[src/rtl/eth_10g_tx_scheduler.sv]
// eth_10g_tx_scheduler
// Arbitrates the single 10G MAC TX framer between ARP reply, ARP request and
// UDP data sources. One start pulse is issued per frame. Completion is tracked
// with a timeout, and a fixed inter-frame gap follows every frame.
//
// Ports
//   clk_156_25    MAC/PHY clock
//   rst_n         asynchronous active-low reset
//   arp_op        1-cycle pulse: ARP request received, a reply is required
//   arp_resolved  level: peer MAC known (low enables periodic ARP requests)
//   udp_en        level: UDP transmission enabled
//   fifo_usedw    UDP payload FIFO fill level in 64-bit words
//   tx_ready      framer idle and able to accept a start
//   tx_done       1-cycle pulse: framer finished the current frame
//   tx_start      1-cycle start pulse to the framer
//   tx_sel        frame type: 00 none, 01 ARP reply, 10 ARP request, 11 UDP
//   tx_busy       high whenever the scheduler is not idle
//   tx_timeout    1-cycle pulse: frame abandoned without tx_done
//   udp_frame_cnt completed UDP frames (wrapping)
module eth_10g_tx_scheduler #(
  parameter int unsigned UDP_WORDS  = 183,
  parameter int unsigned FIFO_AW    = 11,
  parameter int unsigned IFG_CYCLES = 2,
  parameter int unsigned TIMEOUT    = 4096,
  parameter int unsigned ARP_RETRY  = 156250000
) (
  input  logic               clk_156_25,
  input  logic               rst_n,
  input  logic               arp_op,
  input  logic               arp_resolved,
  input  logic               udp_en,
  input  logic [FIFO_AW-1:0] fifo_usedw,
  input  logic               tx_ready,
  input  logic               tx_done,
  output logic               tx_start,
  output logic [1:0]         tx_sel,
  output logic               tx_busy,
  output logic               tx_timeout,
  output logic [15:0]        udp_frame_cnt
);

  localparam int unsigned RtW  = (ARP_RETRY > 1) ? $clog2(ARP_RETRY) : 1;
  localparam int unsigned ToW  = (TIMEOUT > 1) ? $clog2(TIMEOUT) : 1;
  localparam int unsigned IfgW = (IFG_CYCLES > 1) ? $clog2(IFG_CYCLES) : 1;

  localparam logic [RtW-1:0]  RetryLoad = RtW'(ARP_RETRY - 1);
  localparam logic [ToW-1:0]  ToLast    = ToW'(TIMEOUT - 1);
  localparam logic [IfgW-1:0] IfgLast   = IfgW'(IFG_CYCLES - 1);

  localparam logic [1:0] SelNone = 2'b00;
  localparam logic [1:0] SelRep  = 2'b01;
  localparam logic [1:0] SelReq  = 2'b10;
  localparam logic [1:0] SelUdp  = 2'b11;

  typedef enum logic [1:0] {StIdle, StStart, StWait, StGap} state_e;

  state_e          state_q, state_d;
  logic            rep_pend_q, rep_pend_d;
  logic            req_pend_q, req_pend_d;
  logic [RtW-1:0]  retry_q, retry_d;
  logic [ToW-1:0]  to_cnt_q, to_cnt_d;
  logic [IfgW-1:0] ifg_cnt_q, ifg_cnt_d;
  logic            tx_start_q, tx_start_d;
  logic [1:0]      tx_sel_q, tx_sel_d;
  logic            tx_busy_q, tx_busy_d;
  logic            tx_timeout_q, tx_timeout_d;
  logic [15:0]     udp_cnt_q, udp_cnt_d;

  logic udp_elig;
  logic rep_clr, req_clr, req_set;

  // Unsigned compare at 32 bits so any FIFO_AW works against the threshold.
  assign udp_elig = udp_en && (32'(fifo_usedw) >= UDP_WORDS);

  always_comb begin
    state_d      = state_q;
    retry_d      = retry_q;
    to_cnt_d     = to_cnt_q;
    ifg_cnt_d    = ifg_cnt_q;
    tx_start_d   = 1'b0;
    tx_sel_d     = tx_sel_q;
    tx_timeout_d = 1'b0;
    udp_cnt_d    = udp_cnt_q;
    rep_clr      = 1'b0;
    req_clr      = 1'b0;
    req_set      = 1'b0;

    // Periodic ARP request timer: pends immediately on 0, then every ARP_RETRY.
    if (!arp_resolved) begin
      if (retry_q == '0) begin
        retry_d = RetryLoad;
        req_set = 1'b1;
      end else begin
        retry_d = retry_q - 1'b1;
      end
    end else begin
      retry_d = '0;
    end

    case (state_q)
      StIdle: begin
        if (tx_ready && (rep_pend_q || req_pend_q || udp_elig)) begin
          state_d    = StStart;
          tx_start_d = 1'b1;
          if (rep_pend_q) begin
            tx_sel_d = SelRep;
            rep_clr  = 1'b1;
          end else if (req_pend_q) begin
            tx_sel_d = SelReq;
            req_clr  = 1'b1;
          end else begin
            tx_sel_d = SelUdp;
          end
        end
      end
      StStart: begin
        state_d  = StWait;
        to_cnt_d = '0;
      end
      StWait: begin
        // Done wins over a coincident expiry.
        if (tx_done) begin
          state_d   = StGap;
          ifg_cnt_d = '0;
          tx_sel_d  = SelNone;
          if (tx_sel_q == SelUdp) begin
            udp_cnt_d = udp_cnt_q + 16'd1;
          end
        end else if (to_cnt_q == ToLast) begin
          state_d      = StGap;
          ifg_cnt_d    = '0;
          tx_sel_d     = SelNone;
          tx_timeout_d = 1'b1;
        end else begin
          to_cnt_d = to_cnt_q + 1'b1;
        end
      end
      StGap: begin
        if (ifg_cnt_q == IfgLast) begin
          state_d = StIdle;
        end else begin
          ifg_cnt_d = ifg_cnt_q + 1'b1;
        end
      end
      default: state_d = StIdle;
    endcase

    // A new arp_op on the grant cycle keeps the reply pending (set wins).
    rep_pend_d = arp_op | (rep_pend_q & ~rep_clr);
    req_pend_d = arp_resolved ? 1'b0 : (req_set | (req_pend_q & ~req_clr));
    tx_busy_d  = (state_d != StIdle);
  end

  always_ff @(posedge clk_156_25 or negedge rst_n) begin
    if (!rst_n) begin
      state_q      <= StIdle;
      rep_pend_q   <= 1'b0;
      req_pend_q   <= 1'b0;
      retry_q      <= '0;
      to_cnt_q     <= '0;
      ifg_cnt_q    <= '0;
      tx_start_q   <= 1'b0;
      tx_sel_q     <= SelNone;
      tx_busy_q    <= 1'b0;
      tx_timeout_q <= 1'b0;
      udp_cnt_q    <= '0;
    end else begin
      state_q      <= state_d;
      rep_pend_q   <= rep_pend_d;
      req_pend_q   <= req_pend_d;
      retry_q      <= retry_d;
      to_cnt_q     <= to_cnt_d;
      ifg_cnt_q    <= ifg_cnt_d;
      tx_start_q   <= tx_start_d;
      tx_sel_q     <= tx_sel_d;
      tx_busy_q    <= tx_busy_d;
      tx_timeout_q <= tx_timeout_d;
      udp_cnt_q    <= udp_cnt_d;
    end
  end

  assign tx_start      = tx_start_q;
  assign tx_sel        = tx_sel_q;
  assign tx_busy       = tx_busy_q;
  assign tx_timeout    = tx_timeout_q;
  assign udp_frame_cnt = udp_cnt_q;

endmodule

[config.mk]
export PLATFORM = sky130hd
export DESIGN_NAME = eth_10g_tx_scheduler
export DESIGN_NICKNAME = d
export VERILOG_FILES = /design/src/rtl/eth_10g_tx_scheduler.sv
export SDC_FILE = /design/constraint.sdc
export NUM_CORES = 1
export LEC_CHECK = 0
export BUFFER_PORTS_ARGS = -buffer_cell sky130_fd_sc_hd__buf_2
export CELL_PAD_IN_SITES_DETAIL_PLACEMENT = 0
export CELL_PAD_IN_SITES_GLOBAL_PLACEMENT = 1
export CORE_MARGIN = 2
export CORE_UTILIZATION = 49
export CTS_CLUSTER_SIZE = 28
export DETAILED_ROUTE_END_ITERATION = 7
export PLACE_DENSITY = 0.83
export SLEW_MARGIN = 10
export SYNTH_ARGS = -nofsm -noshare
export SYNTH_HDL_FRONTEND = slang
export SYNTH_SLANG_ARGS = --single-unit
export TNS_END_PERCENT = 5
[constraint.sdc]
create_clock -name clk_156_25 -period 3.3 [get_ports clk_156_25]
set_clock_uncertainty 0.05 [all_clocks]
set_input_delay 0.165 -clock clk_156_25 [delete_from_list [all_inputs] [get_ports clk_156_25]]
set_output_delay 0.165 -clock clk_156_25 [all_outputs]
set_load 0.1 [all_outputs]
==> flow_metrics.env, run 1 <==
export IMPL_syn_to_final_growth_pct=13.5
export IMPL_cts_hold_buf=2
export IMPL_hpwlAfterDp_um=4180
export IMPL_rrSetupSlack_ps=860
export IMPL_grt_util_met2_pct=28.0
export IMPL_gp_congestion=0.748
export IMPL_initial_utilization_pct=51.0
export IMPL_yosys_cell_types_count=49
export IMPL_layout_common_cells="dfrtp_1, buf_2, nor2_1"
export IMPL_n_antenna_cell=0
export IMPL_worstMarginPinSlew_ps=917
export IMPL_wl_per_cell_um=13.8
export IMPL_cts_buffer_depth=2
export IMPL_fmax_mhz=410
export IMPL_cts_sinks=66
export IMPL_dr_total_vias=2395
export IMPL_setup_viol=0
export IMPL_synth_cell_area_mm2=0.00326
export IMPL_start_kind="register"
export IMPL_die_h_um=85.5
export IMPL_dieArea_mm2=0.00732
export IMPL_grt_use_met1_pct=25.0
export IMPL_final_common_cell="dfrtp_1"
export IMPL_cp_arrival_ps=2600
export IMPL_ir_drop_v=0.000644
export IMPL_maxSlewHeadroom_pct=38.1
export IMPL_netlist_instances=314
export IMPL_grt_max_degree=33
export IMPL_r2r_cells=7
export IMPL_drtIter0Drc=94
export IMPL_min_period_over_period_pct=73.9
export IMPL_grt_pass1_vias=2386
export IMPL_rsz0062_at_grt="no"
export IMPL_core_mm2=0.00639
export IMPL_ios=39
export IMPL_grt_busiest_layer="met2"
export IMPL_finalHoldViolCount=0
export IMPL_ys_ff_latch=66
export IMPL_timing_rr_end="retry_q[24]"
export IMPL_period_minus_slack_ps=2440
export IMPL_die_w_um=85.5
export IMPL_end_kind="register"
export IMPL_finalPower_mw=3.43
export IMPL_met3_usage_pct=3.46
export IMPL_cts_setup_buffers=0
export IMPL_reg2reg_from="retry_q[0]"
export IMPL_worstSetupStartpoint="retry_q[0]"
export IMPL_clk_latency_ps=340
export IMPL_cts_made_buffers=9
export IMPL_outcome="complete, no violations"
export IMPL_num_nets_final=377
export IMPL_power_density_mw_per_mm2=929
export IMPL_cp_max_fo=8
export IMPL_yosys_warnings=0
export IMPL_required_ps=3460
export IMPL_n_fill_cell=581
export IMPL_slew_viol_final=0
export IMPL_htreeDepth=3
export IMPL_fin_area_mm2=0.00370
export IMPL_criticalPathCategory="register to register"
export IMPL_avgSynthCellArea_um2=10.4
export IMPL_cts_resized=0
export IMPL_endpoint="retry_q[24]"
export IMPL_gr_total_overflow=0
export IMPL_hp_class="input port to register"
export IMPL_syn_nets=336
export IMPL_routed_wirelength_um=6030
export IMPL_p_leak_nw=1.69
export IMPL_cts_clk_slew_worst_paths_ps=70
export IMPL_cap_violations=0
export IMPL_num_rows=29
export IMPL_drc=0
export IMPL_ant_nets=0
export IMPL_drive_above_1_share_pct=20.1
export IMPL_min_from="tx_ready"
export IMPL_finalSetupTns_ps=0
export IMPL_cts_tree="built"
export IMPL_antenna_found_initial=0
export IMPL_via_per_inst=5.49
export IMPL_grt_pass1_wl_um=10700
export IMPL_first_pass_iters=4
export IMPL_ys_seq_area_share_pct=50.7
export IMPL_clock_root_buffer="clkbuf_8"
export IMPL_grt_usage_pct=18.2
export IMPL_io_buffers=38
export IMPL_dpl_cell_area_mm2=0.00349
-- per-layer routing --
metal,up-vias,wire (um),share of wire (%)
met1,1159,3000,50
met2,35,2720,45
met3,9,181,3.0
met5,-,0,0
met4,0,132,2.2
li1,1192,-,-
-- cells by family after synthesis --
group,share of synthesized area [%]
muxes,2.19
buffers and inverters,2.76
xor gates and xnor gates,10.8
and+or+nand+nor,22.8
adders and majority gates,1.54
DFF,50.7
AOI/OAI and AO/OA,9.22
-- power by group --
part / switching (mW) / internal, mW / total [mW]
sequential: 0.248 / 1.02 / 1.27
clock: 0.290 / 0.364 / 0.654
combinational: 0.924 / 0.584 / 1.51
-- per-stage QoR --
stage / utilization [%] / hold slack (ps) / worst slack (ps) / std cells
final: 57.9 / 133 / 861 / 436
after global routing: 57.9 / 137 / 592 / 436
after CTS: 57.9 / 119 / 848 / 436
after detailed placement: 54.7 / 62.3 / 853 / 419
after global placement: 54.7 / 59.7 / 910 / 419
after floorplan: - / -181 / 1020 / 314
-- state kept, by name, summed over array words and instances (netlist names), 2 cells and up --
| signal | flops |
|---|---|
| retry_q | 28 |
| to_cnt_q | 12 |
| tx_sel | 2 |
| state_q | 2 |
| udp_frame_cnt | 16 |
-- cell type report --
cell class,instances,area (um2),share of cell area [%]
clock buffers,12,145,3.93
clock inverters,3,40.0,1.08
inverters,6,22.5,0.609
multi-input cells,230,1520,41.0
flip-flops and latches,66,1650,44.7
well taps,77,96.3,2.61
repair buffers,42,225,6.09
-- synth_stat cells (all sizes together) --
| master | n | area (um2) |
|---|---|---|
| o22ai | 2 | 12.5 |
| or2 | 4 | 25.0 |
| and2 | 2 | 12.5 |
| o2111ai | 1 | 8.76 |
| xor2 | 9 | 78.8 |
| mux2 | 1 | 11.3 |
| nand2 | 23 | 88.8 |
| xnor2 | 31 | 272 |
| nand3b | 2 | 27.5 |
| and3 | 4 | 25.0 |
| nor3b | 3 | 22.5 |
| o31ai | 2 | 15.0 |
| inv | 6 | 22.5 |
| or4 | 4 | 37.5 |
| or3 | 4 | 25.0 |
| o22a | 1 | 8.76 |
| buf | 3 | 33.8 |
| or4b | 1 | 10.0 |
| clkbuf | 9 | 33.8 |
| nand2b | 2 | 15.0 |
| a22o | 1 | 8.76 |
| ha | 4 | 50.1 |
| o21a | 3 | 22.5 |
| nand4 | 6 | 37.5 |
| nor3 | 17 | 85.1 |
| o2111a | 1 | 11.3 |
| a21oi | 14 | 100 |
| mux2i | 6 | 60.1 |
| nor2 | 37 | 139 |
| nor2b | 2 | 12.5 |
| a31oi | 4 | 25.0 |
| a21o | 1 | 7.51 |
| o311ai | 1 | 8.76 |
| nand3 | 12 | 60.1 |
| o21ai | 4 | 20.0 |
| o31a | 1 | 8.76 |
| nand4b | 1 | 8.76 |
| nor4 | 10 | 77.6 |
| dfrtp | 66 | 1650 |
| o41ai | 2 | 17.5 |
| and4 | 4 | 35.0 |
| a22oi | 1 | 7.51 |
| a311oi | 2 | 17.5 |
-- critical path: stages (launching register included) --
cell and delay, ps:
dfrtp_1 420, inv_1 100, ha_1 180, nor3b_1 540, nand3_1 420, nor4_1 360
xnor2_1 180, a21oi_2 70
-- how the worst min path moves through the flow --
| stage | to | slack [ps] | cells past startpoint |
|---|---|---|---|
| floorplan | ifg_cnt_q | -180 | 0 |
| global placement | to_cnt_q[7] | 60 | 1 |
| detailed placement | to_cnt_q[7] | 60 | 1 |
| CTS | rep_pend_q | 120 | 3 |
| global route | rep_pend_q | 140 | 3 |
| finish | rep_pend_q | 130 | 3 |
Power figures use the tool's default switching activity.
==> run 2: changes to the inputs <==
CORE_UTILIZATION = 45   (was 49)
PLACE_DENSITY = 0.77   (was 0.83)
clock period = 2.3 ns   (was 3.3 ns; I/O delays follow)
==> flow_metrics.env, run 2 (same netlist as run 1, synthesis figures left out) <==
export IMPL_core_mm2=0.00714
export IMPL_die_h_um=89.1
export IMPL_whs_path_depth=3
export IMPL_ios=39
export IMPL_syn_to_final_growth_pct=18.4
export IMPL_cap_violations=0
export IMPL_worstMarginPinSlew_ps=632
export IMPL_cts_buffer_depth=2
export IMPL_drive_above_1_share_pct=23.7
export IMPL_max_flop_register="retry_q"
export IMPL_gr_total_overflow=0
export IMPL_antenna_found_initial=0
export IMPL_wl_met3_um=205
export IMPL_io_buffers=38
export IMPL_slew_viol_final=0
export IMPL_criticalPathCategory="register to register"
export IMPL_period_minus_slack_ps=2150
export IMPL_highest_layer="met4"
export IMPL_fmax_mhz=465
export IMPL_grt_usage_pct=18.4
export IMPL_r2r_cells=6
export IMPL_final_common_cell="dfrtp_1"
export IMPL_min_period_over_period_pct=93.4
export IMPL_first_pass_iters=4
export IMPL_power_density_mw_per_mm2=1360
export IMPL_fin_area_mm2=0.00386
export IMPL_layout_common_cells="dfrtp_1, buf_2, nor2_1"
export IMPL_maxSlewHeadroom_pct=57.9
export IMPL_grt_pass1_wl_um=11200
export IMPL_m1WireLength_um=3130
export IMPL_gp_congestion=0.787
export IMPL_hp_class="input port to register"
export IMPL_routed_wirelength_um=6440
export IMPL_num_rows=31
export IMPL_initial_utilization_pct=45.7
export IMPL_start_kind="register"
export IMPL_hpwlAfterDp_um=4500
export IMPL_grt_pass1_vias=2461
export IMPL_cts_sinks=66
export IMPL_n_antenna_cell=0
export IMPL_cts_made_buffers=9
export IMPL_cp_arrival_ps=2360
export IMPL_grt_max_degree=41
export IMPL_required_ps=2510
export IMPL_die_w_um=89.1
export IMPL_ant_nets=0
export IMPL_outcome="complete, no violations"
export IMPL_dieArea_mm2=0.00794
export IMPL_wl_per_cell_um=13.7
export IMPL_finalHoldViolCount=0
export IMPL_setup_viol=0
export IMPL_cts_tree="built"
export IMPL_largest_reg_flops=28
export IMPL_drc=0
export IMPL_num_nets_final=389
export IMPL_cts_setup_buffers=0
export IMPL_clk_latency_ps=340
export IMPL_rsz0062_at_grt="no"
export IMPL_dpl_cell_area_mm2=0.00362
export IMPL_finalSetupTns_ps=0
export IMPL_via_per_inst=5.22
export IMPL_cp_max_fo=7
export IMPL_end_kind="register"
export IMPL_drtIter0Drc=109
export IMPL_htreeDepth=3
export IMPL_clock_root_buffer="clkbuf_8"
export IMPL_ir_drop_v=0.00107
export IMPL_wl_met2_um=3010
export IMPL_cts_clk_slew_worst_paths_ps=70
export IMPL_dr_total_vias=2457
export IMPL_p_leak_nw=1.76
-- run 2: cell count changes in the layout (fill, tap and decap cells not counted), sizes merged --
cell and change:
buf +12, clkbuf -1, clkinv +1, clkinvlp +1
-- run 2: path summary, 6_finish.rpt --
kind                              startpoint           endpoint  slack [ps]
max                               retry_q[0]         retry_q[3]         150
min                                 tx_ready         rep_pend_q          60
max reg2reg                       retry_q[0]         retry_q[3]         150
min reg2reg                udp_frame_cnt[15]  udp_frame_cnt[15]         420
max in group asynchronous              rst_n        retry_q[10]        1290
min in group asynchronous              rst_n        to_cnt_q[5]         270
-- run 2: critical path: stages (launching register included) --
cell	delay (ps)
dfrtp_1	410
inv_1	90
ha_1	140
or4b_1	450
or4_4	580
buf_4	190
a31oi_1	150
-- run 2: layout make-up --
| cell class | count | area, um2 |
|---|---|---|
| multi-input combinational | 230 | 1530 |
| tap | 99 | 124 |
| sequential | 66 | 1650 |
| timing repair buffer | 54 | 328 |
| clock inverter | 5 | 52.6 |
| clock buffer | 11 | 151 |
| inverter | 6 | 22.5 |
| fill | 688 | 3280 |
-- run 2: power by group --
group	total [mW]	internal (mW)	switching [mW]
logic	2.45	1.03	1.42
registers	1.81	1.47	0.339
clock network	0.998	0.554	0.444
total	5.26	3.05	2.20
-- run 2: per-layer routing --
layer | vias up | track usage [%]
met4 | 0 | 6.92
met1 | 1196 | 23.8
met5 | - | 0
li1 | 1222 | -
met3 | 8 | 5.08
met2 | 31 | 29.4
-- run 2: metrics by stage --
step / worst slack [ps] / total power [mW] / util [%] / hold WS, ps / std cells
final: 151 / 5.26 / 54.0 / 62.2 / 471
after detailed placement: 112 / 4.27 / 50.8 / 121 / 453
after global placement: 179 / 4.24 / 50.8 / 121 / 453
after CTS: 106 / 5.29 / 53.9 / 56.0 / 471
after global routing: 25.1 / 5.66 / 54.0 / 76.3 / 471
after floorplan: 24.9 / 3.64 / - / -231 / 314
-- run 2: what timing repair did --
| item | in CTS | in global routing |
|---|---|---|
| resized for setup | 0 | 2 |
| hold buffers | 2 | 0 |
| endpoints found under the hold margin | 27 | 0 |
| setup endpoints to repair | 0 | 2 |
